==> config.mk <==
export PLATFORM = sky130hd
export DESIGN_NAME = axi4_read_arbiter
export DESIGN_NICKNAME = d
export VERILOG_FILES = /design/src/rtl/axi4_globals_pkg.sv /design/src/rtl/axi4_outstanding_counter.sv /design/src/rtl/axi4_read_arbiter.sv
export SDC_FILE = /design/constraint.sdc
export NUM_CORES = 1
export LEC_CHECK = 0
export ABC_AREA = 1
export CELL_PAD_IN_SITES_DETAIL_PLACEMENT = 1
export CELL_PAD_IN_SITES_GLOBAL_PLACEMENT = 2
export CORE_ASPECT_RATIO = 1.1
export CORE_MARGIN = 2
export CORE_UTILIZATION = 25
export CTS_CLUSTER_DIAMETER = 80
export DETAILED_ROUTE_END_ITERATION = 12
export DONT_BUFFER_PORTS = 1
export GPL_ROUTABILITY_DRIVEN = 0
export PLACE_DENSITY = 0.78
export SYNTH_ARGS = -nofsm -noshare
export SYNTH_HDL_FRONTEND = slang
export SYNTH_HIERARCHICAL = 1
export SYNTH_SLANG_ARGS = --single-unit
==> constraint.sdc <==
create_clock -name aclk -period 2.11 [get_ports aclk]
set_clock_uncertainty 0.05 [all_clocks]
set_input_delay 0.211 -clock aclk [delete_from_list [all_inputs] [get_ports aclk]]
set_output_delay 0.211 -clock aclk [all_outputs]
set_load 0.01 [all_outputs]
==> src/rtl/axi4_globals_pkg.sv <==
// Shared types and defaults for the AXI4 read arbiter slice.
package axi4_globals_pkg;

  typedef enum logic {ARB_IDLE = 1'b0, ARB_SEND = 1'b1} arb_state_e;

  localparam int ARB_NUM_REQ          = 2;
  localparam int AXI_ADDRESS_WIDTH    = 32;
  localparam int AXI_DATA_WIDTH       = 64;
  localparam int OUTSTANDING_CNT_W    = 5;

endpackage

==> src/rtl/axi4_outstanding_counter.sv <==
// Per-requester outstanding-burst counter; decrements saturate at zero and flag underflow.
module axi4_outstanding_counter
  import axi4_globals_pkg::*;
#(
  parameter int CNT_W = OUTSTANDING_CNT_W
) (
  input  logic             clk,
  input  logic             reset,
  input  logic             inc,
  input  logic             dec,
  output logic [CNT_W-1:0] cnt,
  output logic             underflow
);

  logic dec_eff;

  // A decrement at zero is ignored but reported, so an increment in the same cycle still counts.
  assign underflow = dec && (cnt == '0);
  assign dec_eff   = dec && (cnt != '0);

  always_ff @(posedge clk) begin
    if (reset)                 cnt <= '0;
    else if (inc && !dec_eff)  cnt <= cnt + 1'b1;
    else if (!inc && dec_eff)  cnt <= cnt - 1'b1;
  end

endmodule

==> src/rtl/axi4_read_arbiter.sv <==
// Two-requester AXI4 read arbiter: round-robin AR mux with registered output, ID-routed R path.
module axi4_read_arbiter
  import axi4_globals_pkg::*;
#(
  parameter int ADDRESS_WIDTH   = AXI_ADDRESS_WIDTH,
  parameter int DATA_WIDTH      = AXI_DATA_WIDTH,
  parameter int ID_WIDTH        = 4,
  parameter int MAX_OUTSTANDING = 16
) (
  input  logic                                   aclk,
  input  logic                                   areset,
  input  logic [1:0]                             s_arvalid,
  output logic [1:0]                             s_arready,
  input  logic [1:0][ADDRESS_WIDTH-1:0]          s_araddr,
  input  logic [1:0][ID_WIDTH-1:0]               s_arid,
  input  logic [1:0][7:0]                        s_arlen,
  input  logic [1:0][2:0]                        s_arsize,
  input  logic [1:0][1:0]                        s_arburst,
  output logic                                   m_arvalid,
  input  logic                                   m_arready,
  output logic [ADDRESS_WIDTH-1:0]               m_araddr,
  output logic [ID_WIDTH:0]                      m_arid,
  output logic [7:0]                             m_arlen,
  output logic [2:0]                             m_arsize,
  output logic [1:0]                             m_arburst,
  input  logic                                   m_rvalid,
  output logic                                   m_rready,
  input  logic [ID_WIDTH:0]                      m_rid,
  input  logic [DATA_WIDTH-1:0]                  m_rdata,
  input  logic [1:0]                             m_rresp,
  input  logic                                   m_rlast,
  output logic [1:0]                             s_rvalid,
  input  logic [1:0]                             s_rready,
  output logic [ID_WIDTH-1:0]                    s_rid,
  output logic [DATA_WIDTH-1:0]                  s_rdata,
  output logic [1:0]                             s_rresp,
  output logic                                   s_rlast,
  output logic [1:0][OUTSTANDING_CNT_W-1:0]      outstanding_cnt,
  output logic                                   err_unexpected_r
);

  arb_state_e                   state, state_nxt;
  logic                         ptr;
  logic                         winner;
  logic [ARB_NUM_REQ-1:0]       eligible;
  logic                         ar_hs;
  logic                         r_idx;
  logic                         r_done;
  logic [ARB_NUM_REQ-1:0]       underflow;

  // Eligibility and round-robin winner selection
  always_comb begin
    for (int i = 0; i < ARB_NUM_REQ; i++)
      eligible[i] = s_arvalid[i] &&
                    ({{(32-OUTSTANDING_CNT_W){1'b0}}, outstanding_cnt[i]} < 32'(MAX_OUTSTANDING));
    if (&eligible) winner = ptr;
    else           winner = eligible[1];
  end

  assign ar_hs = (state == ARB_IDLE) && (|eligible);

  always_ff @(posedge aclk) begin
    if (areset) state <= ARB_IDLE;
    else        state <= state_nxt;
  end

  always_comb begin
    state_nxt = state;
    case (state)
      ARB_IDLE: if (ar_hs)     state_nxt = ARB_SEND;
      ARB_SEND: if (m_arready) state_nxt = ARB_IDLE;
      default:                 state_nxt = ARB_IDLE;
    endcase
  end

  always_comb begin
    s_arready = '0;
    m_arvalid = (state == ARB_SEND);
    if (ar_hs) s_arready[winner] = 1'b1;
  end

  // AR output register: loaded only on a grant, so fields stay stable under backpressure
  always_ff @(posedge aclk) begin
    if (areset) begin
      ptr       <= 1'b0;
      m_araddr  <= '0;
      m_arid    <= '0;
      m_arlen   <= '0;
      m_arsize  <= '0;
      m_arburst <= '0;
    end else if (ar_hs) begin
      ptr       <= ~winner;
      m_araddr  <= s_araddr[winner];
      m_arid    <= {winner, s_arid[winner]};
      m_arlen   <= s_arlen[winner];
      m_arsize  <= s_arsize[winner];
      m_arburst <= s_arburst[winner];
    end
  end

  // R path is purely combinational, steered by the requester bit of the ID
  assign r_idx    = m_rid[ID_WIDTH];
  assign m_rready = s_rready[r_idx];
  assign s_rid    = m_rid[ID_WIDTH-1:0];
  assign s_rdata  = m_rdata;
  assign s_rresp  = m_rresp;
  assign s_rlast  = m_rlast;
  assign r_done   = m_rvalid && m_rready && m_rlast;

  always_comb begin
    s_rvalid        = '0;
    s_rvalid[r_idx] = m_rvalid;
  end

  for (genvar i = 0; i < ARB_NUM_REQ; i++) begin : g_cnt
    axi4_outstanding_counter #(.CNT_W(OUTSTANDING_CNT_W)) u_cnt (
      .clk       (aclk),
      .reset     (areset),
      .inc       (ar_hs && (winner == 1'(i))),
      .dec       (r_done && (r_idx == 1'(i))),
      .cnt       (outstanding_cnt[i]),
      .underflow (underflow[i])
    );
  end

  always_ff @(posedge aclk) begin
    if (areset) err_unexpected_r <= 1'b0;
    else        err_unexpected_r <= |underflow;
  end

endmodule

==> results of run 1 <==
## registers in the layout, indices dropped and copies added, names as in the netlist, 2 cells and up
| register | count |
|---|---|
| m_arid | 5 |
| m_araddr | 32 |
| m_arburst | 2 |
| m_arsize | 3 |
| m_arlen | 8 |
| g_cnt.u_cnt/cnt | 10 |
## final cells by class
type                    instances  area share
repair buffers                 26     0.05949
multi-input cells             401      0.4662
inverters                      34     0.03287
clock buffers                  11     0.06074
well taps                     196     0.06137
flip-flops and latches         63      0.3168
clock inverters                 2    0.002505
## per-layer routing
layer / wire, um / share of wire
met5: 0 / 0
met4: 255 / 0.022
met3: 1112 / 0.094
met2: 6235 / 0.53
met1: 4256 / 0.36
## metrics by stage
stage / util / cells
2_1_floorplan: - / 600
3_3_place_gp: 0.2384 / 715
3_5_place_dp: 0.2384 / 715
4_1_cts: 0.2598 / 732
5_1_grt: 0.2644 / 733
6_report: 0.2644 / 733
## power by group through the flow
stage	Combinational (mW)	Sequential, mW	Clock [mW]
detailed placement	2.00	1.75	0
global route	2.43	1.75	1.45
global placement	1.87	1.74	0
CTS	2.05	1.72	1.39
floorplan	1.56	1.75	0
finish	2.14	1.71	1.33
## worst max-delay path by stage
stage                                 end  slack (ns)
detailed placement  g_cnt[0].u_cnt/cnt[3]       -0.02
floorplan           g_cnt[0].u_cnt/cnt[4]      -0.005
CTS                 g_cnt[0].u_cnt/cnt[3]       -0.03
global route        g_cnt[0].u_cnt/cnt[4]      -0.009
global placement    g_cnt[0].u_cnt/cnt[4]        0.11
finish              g_cnt[0].u_cnt/cnt[4]        0.12
## timing repair
action,4_1_cts,5_1_grt
endpoints found under the hold margin,63,0
setup endpoints to repair,3,8
hold buffers,4,0
setup buffers,0,1
pin swaps,1,3
gates resized for setup,1,17
## cell usage in the layout (no fill, tap or decap), types with 3 or more instances in the layout
cell type        n
o21ai_0          3
nand2_2          3
clkinv_2         3
buf_4           19
a21oi_1         59
nand3_1         60
nor2_1          16
inv_2            7
ha_4             4
nor3_1           3
dfxtp_1         61
dlygate4sd3_1    3
or2_1            4
nand2_1        238
inv_1           25
ha_1             3
clkbuf_16        9
## cells by family after synthesis
| logic type | synth area share |
|---|---|
| and+or+nand+nor | 0.3405 |
| buffers and inverters | 0.2151 |
| DFF | 0.3241 |
| AOI/OAI and AO/OA | 0.07974 |
| adders and majority gates | 0.03601 |
| xor gates and xnor gates | 0.004502 |
## worst register-to-register path, stage by stage, from the launching register on
cell	delay, ns
dfxtp_2	0.34
nor2_4	0.12
inv_2	0.04
nand2_1	0.07
nand2_2	0.07
clkinv_2	0.06
nand2_2	0.06
inv_2	0.07
ha_4	0.15
inv_4	0.06
fa_2	0.37
nand2_1	0.09
nand2_1	0.08
nand3_1	0.09
nand3_1	0.07
nand2_1	0.06
inv_1	0.03
==> reports/metrics.yaml, run 1 <==
outcome: "finished clean"
clockPowerShare: 0.257
synth_top_cell_by_area: "dfxtp_1"
postPlaceCellArea_um2: 3603
syn_nets: 788
crit_cells: 16
routed_wl_mm: 11.86
synth-seq-area-share: 0.3241
synth_most_common_cell: "nand2_1"
drtIter0Drc: 64
drive_gt1_frac: 0.1061
dr.pass1.iters: 4
p_int_mw: 3.051
regToRegStartpoint: "g_cnt[1].u_cnt/cnt[4]"
fillCellCount: 1903
nets: 723
yosys_warnings: 6
cts_max_path_buffers: 2
crit_path_start_kind: "register"
peakVddDrop_mv: 0.4975
grt_use_total: 0.1371
period_share: 0.9409
synth_cell_type_count: 22
met1_usage: 0.1275
cp_slowest_cell: "fa_2"
hold_class: "in2reg"
drv_slew: 0
grt_use_met3: 0.05236
final.setup.worst_slack_ns: 0.1248
powerDensity_nw_per_um2: 1298
io-pin-count: 316
whs_endpoint: "m_arvalid"
htree_levels: 3
postRouteAntennaNets: 0
start_util: 0.2575
grt-ovfl-total: 0
async_reset_ff_frac: 0
grt_max_degree: 61
hold_start: "m_arready"
arrival_ns: 2.17
port_buffers: 0
synthCells: 600
total_power_mw: 5.188
tritoncts.num_buffers: 9
hold_ws_ns: 0.02898
end_kind: "register"
synth_area_leaders: "dfxtp_1 32%, nand2_1 23%, buf_4 14%"
dp_hpwl_mm: 8.405
relSlewSlack: 0.7052
antenna_found_initial: 0
synth_common_cells: "240 x nand2_1, 71 x buf_4, 63 x dfxtp_1, 61 x nand3_1, 59 x a21oi_1"
num_antenna_cells: 0
area_growth_pct: 2.701
grt_pass1_vias: 3591
final_area_um2: 3996
die_w_um: 123.0
root_buffer: "clkbuf_16"
yosys.area.top_type_share: 0.3241
multi_input_area_um2: 1863
cts_tree: "built"
core_um2: 15110
max_stage_delay_ns: 0.37
wl_per_cell_um: 16.18
grt-busiest-layer: "met2"
cp-startpoint: "g_cnt[1].u_cnt/cnt[4]"
post-place-ws_ns: -0.01547
dieArea_um2: 16580
fin_crit_ns: 1.985
row_count: 47
worst_pin_slew_ns: 0.4421
cp_cell_sequence: "nor2_4, inv_2, nand2_1, nand2_2, clkinv_2, nand2_2, inv_2, ha_4, inv_4, fa_2, nand2_1, nand2_1, nand3_1, nand3_1, nand2_1, inv_1"
p_leak_nw: 1.846
clock_latency_ns: 0.34
max-cap-violations: 0
clock-sinks: 63
fin_tns_setup_ns: 0
timing.rr.end: "g_cnt[0].u_cnt/cnt[4]"
ff2ff_path_depth: 16
power_frac_comb: 0.413
synth_ff_type: "dfxtp_1"
path_max_fanout: 5
avgViaCountPerCell: 4.738
path_clk_slew_ns: 0.05
r2r_slack_ns: 0.12
fp.dieH_um: 134.9
whs_path_depth: 3
p_switching_mw: 2.137
setup_violations: 0
synth-edff-count: 0
critPathRequiredTime_ns: 2.30
post-route-drc-count: 0
fmax_mhz: 503.7
path_delay_family: "simple AND/OR/NAND/NOR gates"
synth_seq_cells: 63
grt_use_met2: 0.2535
synthesis.area_um2: 3891
syn_avg_cell_area_um2: 6.485
finalHoldViolCount: 0
grt_pass1_wl_mm: 17.46
path_class: "reg2reg"
crit_buf_inv: 5
regArea_um2: 1266
num_vias: 3473
critical_path.most_common_cell: "nand2_1"
p_seq_frac: 0.330
netSwitchingFraction: 0.4119
Note: power is estimated with default switching activity, not from simulation.
==> inputs of run 2 (changes only) <==
Settings changed: GPL_TIMING_DRIVEN set to 0.
==> run 2 against run 1 <==
  * Combinational power is 9.8% higher
  * Non-clock buffer count rose by 88
  * Critical path depth fell by 3
  * Power up 6.8%
  * Critical path type unchanged
  * Largest cell class unchanged
  * Highest routed layer unchanged
==> reports/metrics.yaml, run 2 (synthesized netlist as in run 1, its figures left out) <==
post-route-drc-count: 0  # unchanged
die_w_um: 123.0  # unchanged
cts_max_path_buffers: 2  # unchanged
wl_per_cell_um: 16.12  # -0.37%
max-cap-violations: 0  # unchanged
regToRegStartpoint: "g_cnt[1].u_cnt/cnt[4]"
peakVddDrop_mv: 0.5999  # +21%
grt_max_degree: 15  # -75%
row_count: 47  # unchanged
p_leak_nw: 2.233  # +21%
clock_latency_ns: 0.33  # about the same
hold_class: "in2reg"
worst_pin_slew_ns: 0.5280  # +0.08588 ns
outcome: "finished clean"
setup_violations: 0  # unchanged
mostFrequentLayoutCells: "233 x nand2_1, 81 x buf_4, 61 x dfxtp_1"
reg_top3: "m_araddr x32, g_cnt.u_cnt/cnt x10, m_arlen x8"
dieArea_um2: 16580  # unchanged
fin_crit_ns: 2.075  # +0.09018 ns
critPathRequiredTime_ns: 2.29  # about the same
arrival_ns: 2.26  # +0.09 ns
layout_commonest_cell: "nand2_1"
routed_wl_mm: 13.25  # +12%
port_buffers: 0  # unchanged
dr.pass1.iters: 4  # unchanged
clock-sinks: 63  # unchanged
start_util: 0.2575  # unchanged
finalHoldViolCount: 0  # unchanged
postPlaceCellArea_um2: 4154  # +15%
cts_tree: "built"
largest-register: "m_araddr"
fp.dieH_um: 134.9  # unchanged
cp-startpoint: "g_cnt[1].u_cnt/cnt[4]"
dp.cells: 796  # +11%
drtIter0Drc: 129  # +100%
core_um2: 15110  # unchanged
grt_pass1_wl_mm: 19.38  # +11%
timing.rr.end: "g_cnt[0].u_cnt/cnt[4]"
path_clk_slew_ns: 0.05  # about the same
dp_hpwl_mm: 10.36  # +23%
antenna_found_initial: 0  # unchanged
grt_pass1_vias: 3801  # +5.8%
cp-endpoint: "g_cnt[0].u_cnt/cnt[4]"
grt_use_total: 0.1520  # +0.01493
num_antenna_cells: 0  # unchanged
grt-ovfl-total: 0  # unchanged
path_max_fanout: 14  # +9
htree_levels: 3  # unchanged
num_vias: 3770  # +8.6%
postRouteAntennaNets: 0  # unchanged
final.setup.worst_slack_ns: 0.03462  # -0.09018 ns
fmax_mhz: 481.8  # -4.3%
path_class: "reg2reg"
post-place-ws_ns: -0.6091  # -0.5936 ns
fillCellCount: 1901  # -0.11%
rsz0062_at_grt: "true"
io-pin-count: 316  # unchanged
crit_path_start_kind: "register"
final_area_um2: 4735  # +18%
fin_cells: 822  # +12%
avgViaCountPerCell: 4.586  # -3.2%
drive_gt1_frac: 0.2364  # +0.1303
largest_register_ff_count: 32  # unchanged
area_growth_pct: 21.67
hold_ws_ns: 0.03487  # +0.005892 ns
fin_util: 0.3133  # +0.04885
nets: 811  # +12%
end_kind: "register"
relSlewSlack: 0.6480  # -0.05725
drv_slew: 0  # unchanged
period_share: 0.9836  # +0.04274
powerDensity_nw_per_um2: 1170  # -9.9%
r2r_slack_ns: 0.03  # -0.09 ns
ff2ff_path_depth: 13  # -3
root_buffer: "clkbuf_16"
tritoncts.num_buffers: 9  # unchanged
run 2: changes by cell type in the layout (fill, tap and decap cells not counted), sizes merged:
cell,before,now
buf,23,104
clkbuf,11,22
dlygate4sd3,3,1
clkinv,3,2
run 2: worst max-delay path, cell delays in order (launching register included):
cell and delay, ns:
dfxtp_4 0.37, nor2_4 0.19, buf_12 0.15, nand2_8 0.10, nand2_8 0.12, inv_8 0.04, ha_4 0.16, inv_6 0.08
ha_4 0.21, or2_1 0.24, nand3_2 0.08, nand3_1 0.07, nand2_1 0.06, inv_1 0.03
run 2: timing repair:
item	CTS	global route
cloned	0	0
gates resized for setup	37	9
endpoints found under the hold margin	10	0
setup buffers	9	3
pin swaps	8	10
hold buffers	1	0
setup endpoints to repair	9	7
run 2: stage by stage:
stage / TNS (ns) / power, mW
finish: 0 / 5.539
global route: -0.3379 / 6.029
CTS: 0 / 5.569
detailed placement: -3.774 / 3.865
global placement: -3.326 / 3.771
floorplan: -0.005222 / 3.307
run 2: area by class of cell:
type                       instances  area (um^2)  share of cell area
buffer                           101        715.7              0.1512
clock buffer                      13        260.3             0.05497
clock inverter                     1        5.005            0.001057
inverter                          34        160.2             0.03383
multi-input combinational        401         1963              0.4146
sequential                        63         1269              0.2680
tap                              196        245.2             0.05180
timing repair buffer              13        116.4             0.02458
run 2: how the worst min path moves through the flow:
stage | from | end | depth (start not counted)
after floorplan | areset | g_cnt[0].u_cnt/cnt[0] | 1
after global placement | areset | g_cnt[1].u_cnt/cnt[0] | 1
after detailed placement | areset | g_cnt[1].u_cnt/cnt[0] | 1
after CTS | m_arready | m_arvalid | 3
after global routing | m_arready | m_arvalid | 3
final | m_arready | m_arvalid | 3
run 2: where the power goes:
| group | internal (mW) | switching, mW |
|---|---|---|
| clock network | 0.843 | 0.505 |
| logic | 0.981 | 1.37 |
| registers | 1.45 | 0.390 |
| total | 3.28 | 2.26 |
run 2: per-layer routing:
layer | wire, um | track usage | vias to the layer above | part of all wire
met5 | 0 | 0 | - | 0
met4 | 187 | 0.05683 | 0 | 0.014
met3 | 1323 | 0.05405 | 13 | 0.10
met2 | 6877 | 0.2778 | 160 | 0.52
met1 | 4863 | 0.1573 | 1737 | 0.37
li1 | - | - | 1860 | -
